==> src/rtl/seg_message_scroller_if.sv <==
// seg_message_scroller_if
//   Bundles the scroller's user-side signals: button, mode/direction
//   controls, the message write port and the display outputs.
//   master : drives the controls and the write port, reads the display.
//   slave  : the scroller itself.
//   Signals
//     step_in   raw asynchronous button
//     mode      0 = manual stepping, 1 = auto-scroll
//     dir       0 = forward, 1 = reverse
//     load_we   message write strobe
//     load_addr message write index
//     load_data segment code (bit7 = dp, bits[6:0] = a..g)
//     seg_out   registered segment code of the active digit
//     digit_en  registered one-hot digit enable
//     pos_out   current window start index
//     running   high while auto-scroll is running
interface seg_message_scroller_if #(
    parameter int MSG_LEN = 14,
    parameter int DIGITS  = 4,
    parameter int AW      = $clog2(MSG_LEN)
);
    logic              step_in;
    logic              mode;
    logic              dir;
    logic              load_we;
    logic [AW-1:0]     load_addr;
    logic [7:0]        load_data;
    logic [7:0]        seg_out;
    logic [DIGITS-1:0] digit_en;
    logic [AW-1:0]     pos_out;
    logic              running;

    modport master (
        output step_in, mode, dir, load_we, load_addr, load_data,
        input  seg_out, digit_en, pos_out, running
    );

    modport slave (
        input  step_in, mode, dir, load_we, load_addr, load_data,
        output seg_out, digit_en, pos_out, running
    );
endinterface

==> src/rtl/seg_message_scroller.sv <==
// seg_message_scroller
//   Holds a writable message of MSG_LEN segment codes and shows a
//   DIGITS-wide window of it on a multiplexed 7-segment display. The window
//   steps on a debounced button press (manual) or on an internal timer
//   (auto-scroll, pausable by the button), forward or reverse.
//   Ports
//     clk  single clock, everything changes on its rising edge
//     rst  asynchronous active-high reset
//     bus  seg_message_scroller_if.slave (controls, write port, display)
module seg_message_scroller #(
    parameter int MSG_LEN         = 14,
    parameter int DIGITS          = 4,
    parameter int DEBOUNCE_CYCLES = 16,
    parameter int SCROLL_DIV      = 1000000,
    parameter int AW              = $clog2(MSG_LEN)
) (
    input  logic                   clk,
    input  logic                   rst,
    seg_message_scroller_if.slave  bus
);

    localparam int SW = (DIGITS > 1) ? $clog2(DIGITS) : 1;
    localparam int CW = $clog2(DEBOUNCE_CYCLES + 1);
    localparam int DW = (SCROLL_DIV > 1) ? $clog2(SCROLL_DIV) : 1;
    localparam int IW = AW + 4;   // room for pos + sel before the wrap

    typedef enum logic [1:0] {
        MANUAL,
        AUTO_RUN,
        AUTO_PAUSED
    } state_t;

    // Power-on message "SEnOLGULGOnUL"; entries past it are blank.
    function automatic logic [7:0] init_entry(input int i);
        case (i)
            0:       return 8'h5B;
            1:       return 8'h4F;
            2:       return 8'h15;
            3:       return 8'h7E;
            4:       return 8'h0E;
            5:       return 8'h5F;
            6:       return 8'h3E;
            7:       return 8'h0E;
            8:       return 8'h5F;
            9:       return 8'h7E;
            10:      return 8'h15;
            11:      return 8'h3E;
            12:      return 8'h0E;
            default: return 8'h00;
        endcase
    endfunction

    function automatic logic [AW-1:0] next_pos(input logic [AW-1:0] p,
                                               input logic          rev);
        if (!rev)
            return (p == AW'(MSG_LEN - 1)) ? '0 : p + 1'b1;
        else
            return (p == '0) ? AW'(MSG_LEN - 1) : p - 1'b1;
    endfunction

    logic              step_sync_p0, step_sync_p1;
    logic              db_level;
    logic [CW-1:0]     db_cnt;
    logic              step_pulse;
    state_t            state_q, state_d;
    logic [DW-1:0]     scnt_q, scnt_d;
    logic              advance;
    logic [AW-1:0]     pos_q;
    logic [SW-1:0]     sel_q;
    logic [7:0]        msg [MSG_LEN];
    logic [IW-1:0]     rd_sum;
    logic [AW-1:0]     rd_idx;
    logic              addr_ok;
    logic [7:0]        seg_q;
    logic [DIGITS-1:0] digit_en_q;

    // ---- stage p0/p1: button synchroniser ----
    always_ff @(posedge clk or posedge rst) begin
        if (rst) begin
            step_sync_p0 <= 1'b0;
            step_sync_p1 <= 1'b0;
        end else begin
            step_sync_p0 <= bus.step_in;
            step_sync_p1 <= step_sync_p0;
        end
    end

    // ---- debounce and rising-edge pulse ----
    // The level flips on the DEBOUNCE_CYCLES-th consecutive differing cycle;
    // the pulse is registered alongside so it lands exactly one cycle later.
    always_ff @(posedge clk or posedge rst) begin
        if (rst) begin
            db_level   <= 1'b0;
            db_cnt     <= '0;
            step_pulse <= 1'b0;
        end else if (step_sync_p1 != db_level) begin
            if (db_cnt == CW'(DEBOUNCE_CYCLES - 1)) begin
                db_level   <= step_sync_p1;
                db_cnt     <= '0;
                step_pulse <= step_sync_p1;
            end else begin
                db_cnt     <= db_cnt + 1'b1;
                step_pulse <= 1'b0;
            end
        end else begin
            db_cnt     <= '0;
            step_pulse <= 1'b0;
        end
    end

    // ---- mode state machine and scroll timer ----
    always_comb begin
        state_d = state_q;
        scnt_d  = scnt_q;
        advance = 1'b0;
        case (state_q)
            MANUAL: begin
                if (bus.mode) begin
                    // A step coinciding with entry is swallowed here.
                    state_d = AUTO_RUN;
                    scnt_d  = '0;
                end else if (step_pulse) begin
                    advance = 1'b1;
                end
            end
            AUTO_RUN: begin
                if (!bus.mode) begin
                    state_d = MANUAL;
                end else if (step_pulse) begin
                    state_d = AUTO_PAUSED;
                end else if (scnt_q == DW'(SCROLL_DIV - 1)) begin
                    scnt_d  = '0;
                    advance = 1'b1;
                end else begin
                    scnt_d = scnt_q + 1'b1;
                end
            end
            AUTO_PAUSED: begin
                if (!bus.mode)
                    state_d = MANUAL;
                else if (step_pulse)
                    state_d = AUTO_RUN;
            end
            default: state_d = MANUAL;
        endcase
    end

    always_ff @(posedge clk or posedge rst) begin
        if (rst) begin
            state_q <= MANUAL;
            scnt_q  <= '0;
            pos_q   <= '0;
        end else begin
            state_q <= state_d;
            scnt_q  <= scnt_d;
            if (advance)
                pos_q <= next_pos(pos_q, bus.dir);
        end
    end

    // ---- message RAM ----
    // Widened compare so a power-of-two MSG_LEN does not truncate to zero.
    assign addr_ok = ({1'b0, bus.load_addr} < (AW + 1)'(MSG_LEN));

    always_ff @(posedge clk or posedge rst) begin
        if (rst) begin
            for (int i = 0; i < MSG_LEN; i++)
                msg[i] <= init_entry(i);
        end else if (bus.load_we && addr_ok) begin
            msg[bus.load_addr] <= bus.load_data;
        end
    end

    // ---- display mux: (pos + sel) mod MSG_LEN by a single subtract ----
    always_comb begin
        rd_sum = IW'(pos_q) + IW'(sel_q);
        rd_idx = (rd_sum >= IW'(MSG_LEN)) ? AW'(rd_sum - IW'(MSG_LEN))
                                          : AW'(rd_sum);
    end

    // ---- output stage ----
    always_ff @(posedge clk or posedge rst) begin
        if (rst) begin
            sel_q      <= '0;
            seg_q      <= 8'h00;
            digit_en_q <= '0;
        end else begin
            sel_q      <= (sel_q == SW'(DIGITS - 1)) ? '0 : sel_q + 1'b1;
            digit_en_q <= DIGITS'(1) << sel_q;
            seg_q      <= msg[rd_idx];
        end
    end

    assign bus.seg_out  = seg_q;
    assign bus.digit_en = digit_en_q;
    assign bus.pos_out  = pos_q;
    assign bus.running  = (state_q == AUTO_RUN);

endmodule

==> src/flat_wrapper.sv <==
// flat-port wrapper written by rule: the top's interface ports become plain ports
module seg_message_scroller_flat 
#(
    parameter int MSG_LEN         = 14,
    parameter int DIGITS          = 4,
    parameter int DEBOUNCE_CYCLES = 16,
    parameter int SCROLL_DIV      = 1000000,
    parameter int AW              = $clog2(MSG_LEN)
)
  (clk, rst, bus_step_in, bus_mode, bus_dir, bus_load_we, bus_load_addr, bus_load_data, bus_seg_out, bus_digit_en, bus_pos_out, bus_running);
  seg_message_scroller_if #(.MSG_LEN(MSG_LEN), .DIGITS(DIGITS), .AW(AW)) bus_i ();
  input  logic clk;
  input  logic rst;
  input wire logic [$bits(bus_i.step_in)-1:0] bus_step_in;
  input wire logic [$bits(bus_i.mode)-1:0] bus_mode;
  input wire logic [$bits(bus_i.dir)-1:0] bus_dir;
  input wire logic [$bits(bus_i.load_we)-1:0] bus_load_we;
  input wire logic [$bits(bus_i.load_addr)-1:0] bus_load_addr;
  input wire logic [$bits(bus_i.load_data)-1:0] bus_load_data;
  output wire logic [$bits(bus_i.seg_out)-1:0] bus_seg_out;
  output wire logic [$bits(bus_i.digit_en)-1:0] bus_digit_en;
  output wire logic [$bits(bus_i.pos_out)-1:0] bus_pos_out;
  output wire logic [$bits(bus_i.running)-1:0] bus_running;
  assign bus_i.step_in = bus_step_in;
  assign bus_i.mode = bus_mode;
  assign bus_i.dir = bus_dir;
  assign bus_i.load_we = bus_load_we;
  assign bus_i.load_addr = bus_load_addr;
  assign bus_i.load_data = bus_load_data;
  assign bus_seg_out = bus_i.seg_out;
  assign bus_digit_en = bus_i.digit_en;
  assign bus_pos_out = bus_i.pos_out;
  assign bus_running = bus_i.running;
  seg_message_scroller #(.MSG_LEN(MSG_LEN), .DIGITS(DIGITS), .DEBOUNCE_CYCLES(DEBOUNCE_CYCLES), .SCROLL_DIV(SCROLL_DIV), .AW(AW)) u_core (.clk(clk), .rst(rst), .bus(bus_i));
endmodule
==> config.mk <==
export PLATFORM = sky130hd
export DESIGN_NAME = seg_message_scroller_flat
export DESIGN_NICKNAME = d
export VERILOG_FILES = /design/src/rtl/seg_message_scroller_if.sv /design/src/rtl/seg_message_scroller.sv /design/src/flat_wrapper.sv
export SDC_FILE = /design/constraint.sdc
export NUM_CORES = 1
export LEC_CHECK = 0
export ABC_AREA = 1
export CAP_MARGIN = 10
export CELL_PAD_IN_SITES_DETAIL_PLACEMENT = 0
export CELL_PAD_IN_SITES_GLOBAL_PLACEMENT = 1
export CORE_MARGIN = 5
export CORE_UTILIZATION = 39
export CTS_CLUSTER_DIAMETER = 120
export DETAILED_ROUTE_END_ITERATION = 8
export PLACE_DENSITY = 0.73
export SLEW_MARGIN = 20
export SYNTH_ARGS = -nofsm -noshare
export SYNTH_HDL_FRONTEND = slang
export SYNTH_SLANG_ARGS = --single-unit
==> constraint.sdc <==
create_clock -name clk -period 9.6 [get_ports clk]
set_input_delay 2.88 -clock clk [delete_from_list [all_inputs] [get_ports clk]]
set_output_delay 2.88 -clock clk [all_outputs]
set_load 0.01 [all_outputs]
* Word level (Yosys, flattened, before mapping)
Index checks and enable logic that the tools add are counted.
** Word-level totals
- Register bits :: 161
- Memory bits (writable) :: 0
- Input port bits :: 18
- Memory bits (read-only) :: 0
- Memories kept :: 0
- Latch bits :: 0
** Cells by class
- Shift-type cells :: 1
- Add/sub/neg operators :: 7
- Eq/ne operators :: 12
- Div/mod/pow operators :: 0
- Muxes and demuxes :: 32
- Reduce and logical (&&, ||, !) cells :: 8
- Magnitude comparators :: 5
- Bitwise logic cells :: 2
- $mul :: 0
** Operators by type and width (count)
- 112-bit bitwise mux :: 1
- 20-bit two-way mux :: 4
- 20-bit one-hot mux with 2 select lines :: 1
- 8-bit binary-select mux with 4-bit select :: 1
- 8-bit demux with 4-bit select :: 1
- 8-bit two-way mux :: 3
- 20-bit by 1-bit adder with 20-bit output, second input constant :: 1
- 20-bit == test, second input constant :: 1
- 4-bit two-way mux :: 4
- 2-bit two-way mux :: 6
- 5-bit greater-or-equal comparator, second input constant :: 2
- 5-bit two-way mux :: 2
- 4-bit inverter with 5-bit output :: 2
- 1-bit two-way mux :: 7
- 2-bit inequality test, second input constant :: 3
- 3-bit by 2-bit inequality test with 1-bit output, second input constant :: 2
- 2-bit one-hot mux with 3 select lines :: 1
- 4-bit by 2-bit adder with 5-bit output :: 1
- 5-bit by 1-bit adder with 5-bit output, second input constant :: 1
- 5-bit by 4-bit == test with 1-bit output, second input constant :: 1
- 5-bit by 4-bit greater-or-equal comparator with 1-bit output, second input constant :: 1
- 5-bit by 1-bit < comparator with 1-bit output, second input constant :: 1
- 4-bit by 1-bit adder with 4-bit output, second input constant :: 1
- 2-bit == test, second input constant :: 2
- 16 further kinds :: 17

* Longest topological paths before layout
Gate-level depths: netlist (run 1).
- Depth in word-level cells :: 7
- Mapped depth :: 18
- Depth with buffers taken out :: 18

* Worst setup path after synthesis (run 1)
No wires, ideal clock.
- Path type :: in2reg
- Start :: input port bus_load_addr[0]
- End :: register u_core.msg[64] (netlist bit)
- Arrival time :: 3855 ps
- Required time :: 9527 ps
- Library setup time :: 73 ps
- Stages on the path :: 7
- Path slack :: 5672 ps
- Path through :: inv_1 > nor2_1 > inv_1 > nor2_1 > clkbuf_1 > nor2_1 > a21oi_1
** On the way
- Cells in the longest elaborated chain, start to end :: 6
- Elaborated cells between the ends (all ways) :: 9
- Those cells by class :: order compare: 3; mux: 3; bitwise: 1; reduce/logical: 2
** Ends and longest elaborated chain
- from (decl) :: RTL line flat_wrapper.sv:18 : input wire logic [$bits(bus_i.load_addr)-1:0] bus_load_addr;
- 4-bit inverter with 5-bit output (implied by the code) :: RTL line seg_message_scroller.sv:170 : msg[bus.load_addr] <= bus.load_data;
- 5-bit greater-or-equal comparator (implied by the code) / 5-bit by 1-bit < comparator with 1-bit output (equally long branches) :: RTL line seg_message_scroller.sv:170
- 1-bit logical AND (implied by the code) :: RTL line seg_message_scroller.sv:170
- 8-bit two-way mux (implied by the code) :: RTL line seg_message_scroller.sv:170
- 8-bit demux with 4-bit select :: RTL line seg_message_scroller.sv:170
- 112-bit bitwise mux :: RTL line seg_message_scroller.sv:170
- to (signal, indexed assignment) :: RTL line seg_message_scroller.sv:168 : msg[i] <= init_entry(i);
- to (signal, indexed assignment) :: RTL line seg_message_scroller.sv:170
- to (decl) :: RTL line seg_message_scroller.sv:70 : logic [7:0] msg [MSG_LEN];
Several ways; a longest one is shown, not always the timed one.
A chain may end at the register's enable or synchronous reset.

* Final worst setup path (run 1)
- Start :: input port bus_mode
- End :: register u_core.scnt_q[12]
** On the way
- Cells in the longest elaborated chain, start to end :: 2
- Elaborated cells between the ends (all ways) :: 3
- Those cells by class :: eq/ne: 2; reduce/logical: 1
** Ends and longest elaborated chain
- from (decl) :: RTL line flat_wrapper.sv:15 : input wire logic [$bits(bus_i.mode)-1:0] bus_mode;
- 2-bit inequality test (no line)
- 4-bit AND reduction (no line) *
- to (signal assigned) :: RTL line seg_message_scroller.sv:155 : scnt_q <= scnt_d;
- to (decl) :: RTL line seg_message_scroller.sv:66 : logic [DW-1:0] scnt_q, scnt_d;
Mark *: on every way between the ends. The rest lies on a longest branch, timed or not.

==> results.md, run 1 <==
* Result of the run: completed
* Post-cts sizing count at 0
* Post-Synth Simple-Gate Area at a little under a quarter
* Max Cap Viol at 0
* Number of search-and-repair iterations in the first detailed-routing pass at 5
* Synth unique cells at 37
* Kind of end point of the critical path: flop
* Total via count after detailed routing at between 6,000 and 7,000
* Via count of the first global-routing pass at 5,986
* Launch point of the critical path: bus_mode
* Most common cell after layout, fill and taps aside: nand2_1
* Data arrival time of the worst path at 4860 ps
* Clock latency on the worst-skew pair at approximately 420 ps
* #FFs+latches synth at between 150 and 200
* Share of cell area taken by muxes after synthesis at under 10%
* Die area at approximately 23,000 um^2
* Max Clock Freq at between 200 and 250 MHz
* Complex-gate fraction of the synthesized area at between 10% and 20%
* P_leak at about 3.9 nW
* Number of DRC markers in iteration 0 at approximately 380
* Final Critical Period at about 4600 ps
* Peak supply drop at 0.103 mV
* TritonCTS clock tree: yes
* Clock root buffer: clkbuf_16
* Average via count per standard cell at around 5.0
* Share of synthesized registers carrying an async set or reset at 100%
* Final number of hold-violating endpoints at 0
* Buffers from clock root to sink, at most at 2
* Layout-stage area growth over the synthesis result at 13.5%
* Critical path class: input port to flop
* Launching element type of the critical path: input port
* Placement row count at 51
* Accumulated negative setup slack at 0 ps
* ANT nets after route at 0
* Worst reg-to-reg setup slack at ~6300 ps
* GRT Total Usage at between 10% and 20%
* Count of H-tree levels built during CTS at 4
* # Post-CTS Setup Buffers at 0
* Number of diodes at 0
* Height of the chip at ~150 um
* Global-route wire length before repair at between 30,000 and 40,000 um
* Proportion of synthesized chip area in sequential cells at between 50% and 60%
* Main combinational cell family by area after synthesis: simple AND/OR/NAND/NOR gates
* Post-DR wirelength/cell at 15.9 um
* Maximum fanout along the worst path at 13
* Total clock sinks at 161
* Power density over the cells at 196 nW/um^2
* Post-Route WL at between 15,000 and 20,000 um
* GP Congestion at a little over 0.8
* Synth Area in XOR/XNOR at 0.903%
* Die X-Extent at roughly 150 um
* Number of enable-type register cells in the synthesized netlist at 0
* Critical path data required time at between 9000 and 10,000 ps
* Actual slew at the worst max-slew pin at ~1000 ps
* Post-Route Skew at about 7.7 ps
* Mean instance size in the synthesized netlist at about 8.5 um^2
* Placed cell area at 8300 um^2
* Final worst hold slack at 348 ps
* Antenna violations before repair at 0
* Post-route clock period utilization at a little under half
* Post-route cell area at around 9000 um^2
* Setup violators final at 0
* Hold Buf Count CTS at 0
* Startpoint of the worst register-to-register path: u_core.bus.pos_out[0]
* Placeable core region at between 15,000 and 20,000 um^2
* Detailed-route DRC error count at 0
* Detailed Place HPWL at between 10,000 and 15,000 um
* Top FF cell, synth: dfrtp_1
* Net count after synthesis at 937
* Cells after synthesis at about 910
* Slew Limit Headroom at 31.0%
* Kind of path behind the tightest hold check: flop to flop
* Effective utilization at floorplan at 39.8%
* Top library cells by usage in the layout, fill and taps aside: nand2_1 (211), dfrtp_1 (102), nor2_1 (98), nand3_1 (92), o21ai_0 (85)
* Clock transition at the register clock pins on the worst setup and hold paths after CTS at ~60 ps
* Area of the mapped netlist at about 7800 um^2
* Final Max Slew Viols at 0
* Quantity of I/O buffers inserted on ports at 34
* Maximum number of pins on one net before global-route repair at 87
* RSZ-0062 raised after global routing: no
* Overflow left after global routing at 0
* Synthesis warning total at 0
* Hold Path Origin: u_core.step_sync_p0
* Post-Synth Adder-Cell Area at under 10%
* Count of nets after finishing at approximately 950
* TritonCTS buffer count at 17
* Layout cells sized above 1 at ~11%
* Io pins at 35
## final timing paths
path                            cells past startpoint               endpoint
worst max-delay path                                6      u_core.scnt_q[12]
worst min-delay path                                0    u_core.step_sync_p1
worst max register to register                     18  u_core.bus.seg_out[2]
worst min register to register                      0    u_core.step_sync_p1
max in group asynchronous                           3         u_core.msg[78]
min in group asynchronous                           2    u_core.step_sync_p0
## synth_stat cells, types with 9 or more instances
cell | instances | area [um^2]
a21oi_1 | 54 | 270
o21ai_0 | 85 | 425
dfstp_2 | 59 | 1550
clkbuf_1 | 26 | 97.6
nand3_1 | 92 | 460
mux2i_1 | 43 | 430
inv_1 | 59 | 221
nand2_1 | 211 | 792
dfrtp_1 | 102 | 2550
nor2_1 | 99 | 372
ha_1 | 9 | 113
nor3_1 | 15 | 75.1
## flip-flops by register name, indices dropped and copies added, names as in the netlist
name and cells:
u_core.db_level 1, u_core.scnt_q 20, u_core.state_q 2, u_core.sel_q 2
u_core.step_pulse 1, u_core.msg 112, u_core.step_sync_p0 1, u_core.bus.pos_out 4
u_core.bus.seg_out 8, u_core.bus.digit_en 4, u_core.db_cnt 5, u_core.step_sync_p1 1
## stage by stage
step,worst slack (ps),std cells,power (mW),util [%]
2_1_floorplan,2470,909,1.05,-
3_3_place_gp,4560,1172,1.13,42.5
3_5_place_dp,4550,1172,1.13,42.5
4_1_cts,5010,1204,1.74,45.1
5_1_grt,4750,1204,1.82,45.1
6_report,5020,1204,1.72,45.1
## worst max-delay path, stage by stage
cell and delay [ps]:
clkdlybuf4s50_1 530, nand3_1 380, inv_1 370, nand2_1 200, inv_1 390, a211oi_1 100
## cells by family (layout without fill, tap and decap cells)
| kind of cell | count (synthesis) | after routing |
|---|---|---|
| adder cells (fa/ha/maj) | 10 | 10 |
| buffers and inverters | 100 | 130 |
| AND/OR/NAND/NOR | 436 | 436 |
| XOR/XNOR | 8 | 8 |
| flip-flops | 161 | 161 |
| AO/OA/AOI/OAI | 151 | 151 |
| multiplexers | 43 | 43 |
## final cells by class
| cell class | instances | area, um^2 |
|---|---|---|
| clock buffer | 26 | 479 |
| clock inverter | 6 | 32.5 |
| fill | 1999 | 10700 |
| inverter | 61 | 234 |
| multi-input combinational | 648 | 3270 |
| sequential | 161 | 4100 |
| tap | 265 | 332 |
| timing repair buffer | 37 | 363 |
## power breakdown
group	total (mW)	switching, mW	internal [mW]
logic	0.234	0.133	0.101
clock network	0.600	0.258	0.342
registers	0.889	0.0571	0.832
## layer usage
metal	up-vias	track usage (%)	part of all wire (%)
met3	12	3.17	4.3
met2	114	28.0	46
met4	0	4.90	0.96
met1	2913	25.7	49
met5	-	0	0
li1	3028	-	-
(Power assumes the default switching activity.)
==> run 2, diff against run 1 <==
--- a/config.mk
+++ b/config.mk
@@ -13,7 +13,7 @@
 export CORE_UTILIZATION = 39
 export CTS_CLUSTER_DIAMETER = 120
 export DETAILED_ROUTE_END_ITERATION = 8
-export PLACE_DENSITY = 0.73
+export PLACE_DENSITY = 0.76
 export SLEW_MARGIN = 20
 export SYNTH_ARGS = -nofsm -noshare
 export SYNTH_HDL_FRONTEND = slang
==> constraint.sdc (replaced) <==
create_clock -name clk -period 4 [get_ports clk]
set_input_delay 1.2 -clock clk [delete_from_list [all_inputs] [get_ports clk]]
set_output_delay 1.2 -clock clk [all_outputs]
set_load 0.01 [all_outputs]
==> results.md, run 2 (same netlist as run 1, synthesis figures left out) <==
* Post-route cell area at 9050 um^2 (+2.7%)
* Hold Buf Count CTS at 0 (unchanged)
* Critical path class: flop to flop
* Max Clock Freq at 330 MHz
* Count of H-tree levels built during CTS at 4 (unchanged)
* Count of nets after finishing at 969 (+1.6%)
* Most common cell after layout, fill and taps aside: nand2_1
* Largest register FFs at 112 (unchanged)
* TritonCTS clock tree: yes
* Accumulated negative setup slack at 0 ps (unchanged)
* Critical Path, Cell by Cell: ha_4 -> fa_1 -> inv_1 -> nand2_2 -> nand2_1 -> inv_1 -> ha_1 -> inv_1 -> nand2_1 -> nand3_2 -> nand2_4 -> o21ai_2 -> nand3_1 -> nand2_1 -> nand2_1 -> nand2_1
* Kind of end point of the critical path: flop
* Most used cell, CP: nand2_1
* Post-Route WL at 19,000 um (-1.2%)
* Launching element type of the critical path: flop
* Final number of hold-violating endpoints at 0 (unchanged)
* Total via count after detailed routing at 6,090 (+0.38%)
* Post-DR wirelength/cell at 15.6 um (-2.4%)
* Io pins at 35 (unchanged)
* Post-cts sizing count at 0 (unchanged)
* Post-Route Skew at 11.8 ps (+4.07 ps)
* Via count of the first global-routing pass at 6,050 (+1.1%)
* Average via count per standard cell at 5.00 (-0.86%)
* Number of diodes at 0 (unchanged)
* Data arrival time of the worst path at 3400 ps (-1460 ps)
* Post-route clock period utilization at roughly three quarters
* Antenna violations before repair at 0 (unchanged)
* Final Max Slew Viols at 0 (unchanged)
* Layout cells sized above 1 at 13.1% (+2.0 points)
* Die X-Extent at 151 um (unchanged)
* Top library cells by usage in the layout, fill and taps aside: nand2_1 (211), dfrtp_1 (102), nor2_1 (99), nand3_1 (92), o21ai_0 (85)
* Overflow left after global routing at 0 (unchanged)
* Max Cap Viol at 0 (unchanged)
* # Post-CTS Setup Buffers at 0 (unchanged)
* Placement row count at 51 (unchanged)
* Kind of path behind the tightest hold check: flop to flop
* ANT nets after route at 0 (unchanged)
* Power density over the cells at 481 nW/um^2 (+150%)
* P_leak at 3.98 nW (+3.1%)
* GRT Total Usage at 18.0% (+0.056 points)
* Number of search-and-repair iterations in the first detailed-routing pass at 4 (-1)
* Layout-stage area growth over the synthesis result at 16.6%
* Result of the run: completed
* Total clock sinks at 161 (unchanged)
* Quantity of I/O buffers inserted on ports at 34 (unchanged)
* Global-route wire length before repair at 31,800 um (+0.22%)
* Max stage delay cell, worst path: o21ai_2
* Placeable core region at 19,500 um^2 (unchanged)
* Clock latency on the worst-skew pair at 440 ps (+20 ps)
* Setup violators final at 0 (unchanged)
* Final Critical Period at 3030 ps
* Effective utilization at floorplan at 39.8% (unchanged)
* TritonCTS buffer count at 17 (unchanged)
* Height of the chip at 151 um (unchanged)
* Detailed Place HPWL at 13,100 um (+5.7%)
* Maximum number of pins on one net before global-route repair at 40 (-54%)
* GP Congestion at 0.790 (-2.1%)
* Most flops, register: u_core.msg
* Actual slew at the worst max-slew pin at 849 ps (-182 ps)
* Critical path data required time at 4370 ps (-5510 ps)
* Die area at 22,800 um^2 (unchanged)
* Slew Limit Headroom at 43.3% (+12 points)
* Delay of the slowest cell on the worst path at 600 ps (+70 ps)
* Detailed-route DRC error count at 0 (unchanged)
* Number of DRC markers in iteration 0 at 332 (-12%)
* Placed cell area at 8460 um^2 (+1.9%)
* Peak supply drop at 0.268 mV (+160%)
* Final worst hold slack at 353 ps (+5.77 ps)
* Buffers from clock root to sink, at most at 2 (unchanged)
* Maximum fanout along the worst path at 16 (+3)
* Clock root buffer: clkbuf_16
* RSZ-0062 raised after global routing: no
* Clock transition at the register clock pins on the worst setup and hold paths after CTS at 70 ps (about the same)
* Tot Pwr at 4.35 mW (+150%)
[run 2: layout make-up]
type / count / area [um^2]
multi-input combinational: 648 / 3260
sequential: 161 / 4100
clock inverter: 15 / 168
timing repair buffer: 52 / 526
clock buffer: 17 / 425
inverter: 61 / 233
fill: 1981 / 10500
tap: 265 / 332
[run 2: stage by stage]
stage / utilization (%) / worst slack (ps) / instances
4_1_cts: 46.3 / 984 / 1219
5_1_grt: 46.3 / 666 / 1219
2_1_floorplan: - / 805 / 909
3_3_place_gp: 43.3 / 866 / 1187
3_5_place_dp: 43.3 / 842 / 1187
6_report: 46.3 / 971 / 1219
[run 2: routing by layer]
layer	part of all wire (%)	wire, um	track usage, %
met5	0	0	0
met4	1.6	297	5.39
met1	48	9060	24.2
met2	47	8940	29.3
met3	3.6	680	3.71
[run 2: where the power goes]
group / total, mW / internal [mW] / leakage, nW / switching (mW)
clock network: 1.63 / 0.886 / 0.282 / 0.743
logic: 0.585 / 0.254 / 1.78 / 0.331
registers: 2.14 / 1.99 / 1.92 / 0.141
[run 2: path summary, 6_finish.rpt]
kind                                        from                     to  slack, ps  cells past startpoint
setup / recovery           u_core.bus.pos_out[0]  u_core.bus.seg_out[2]        970                     16
hold / removal               u_core.step_sync_p0    u_core.step_sync_p1        350                      0
setup reg to reg           u_core.bus.pos_out[0]  u_core.bus.seg_out[2]        970                     16
hold reg to reg              u_core.step_sync_p0    u_core.step_sync_p1        350                      0
max in group asynchronous                    rst          u_core.msg[9]       1980                      3
min in group asynchronous                    rst         u_core.msg[76]       1270                      2
[run 2: worst max-delay path, delay by kind of cell, from the launching register on]
| family | cells | cell delay [ps] |
|---|---|---|
| simple gates | 9 | 890 |
| flops | 1 | 450 |
| buf+inv | 3 | 220 |
| fa+ha+maj | 3 | 800 |
| compound gates | 1 | 600 |
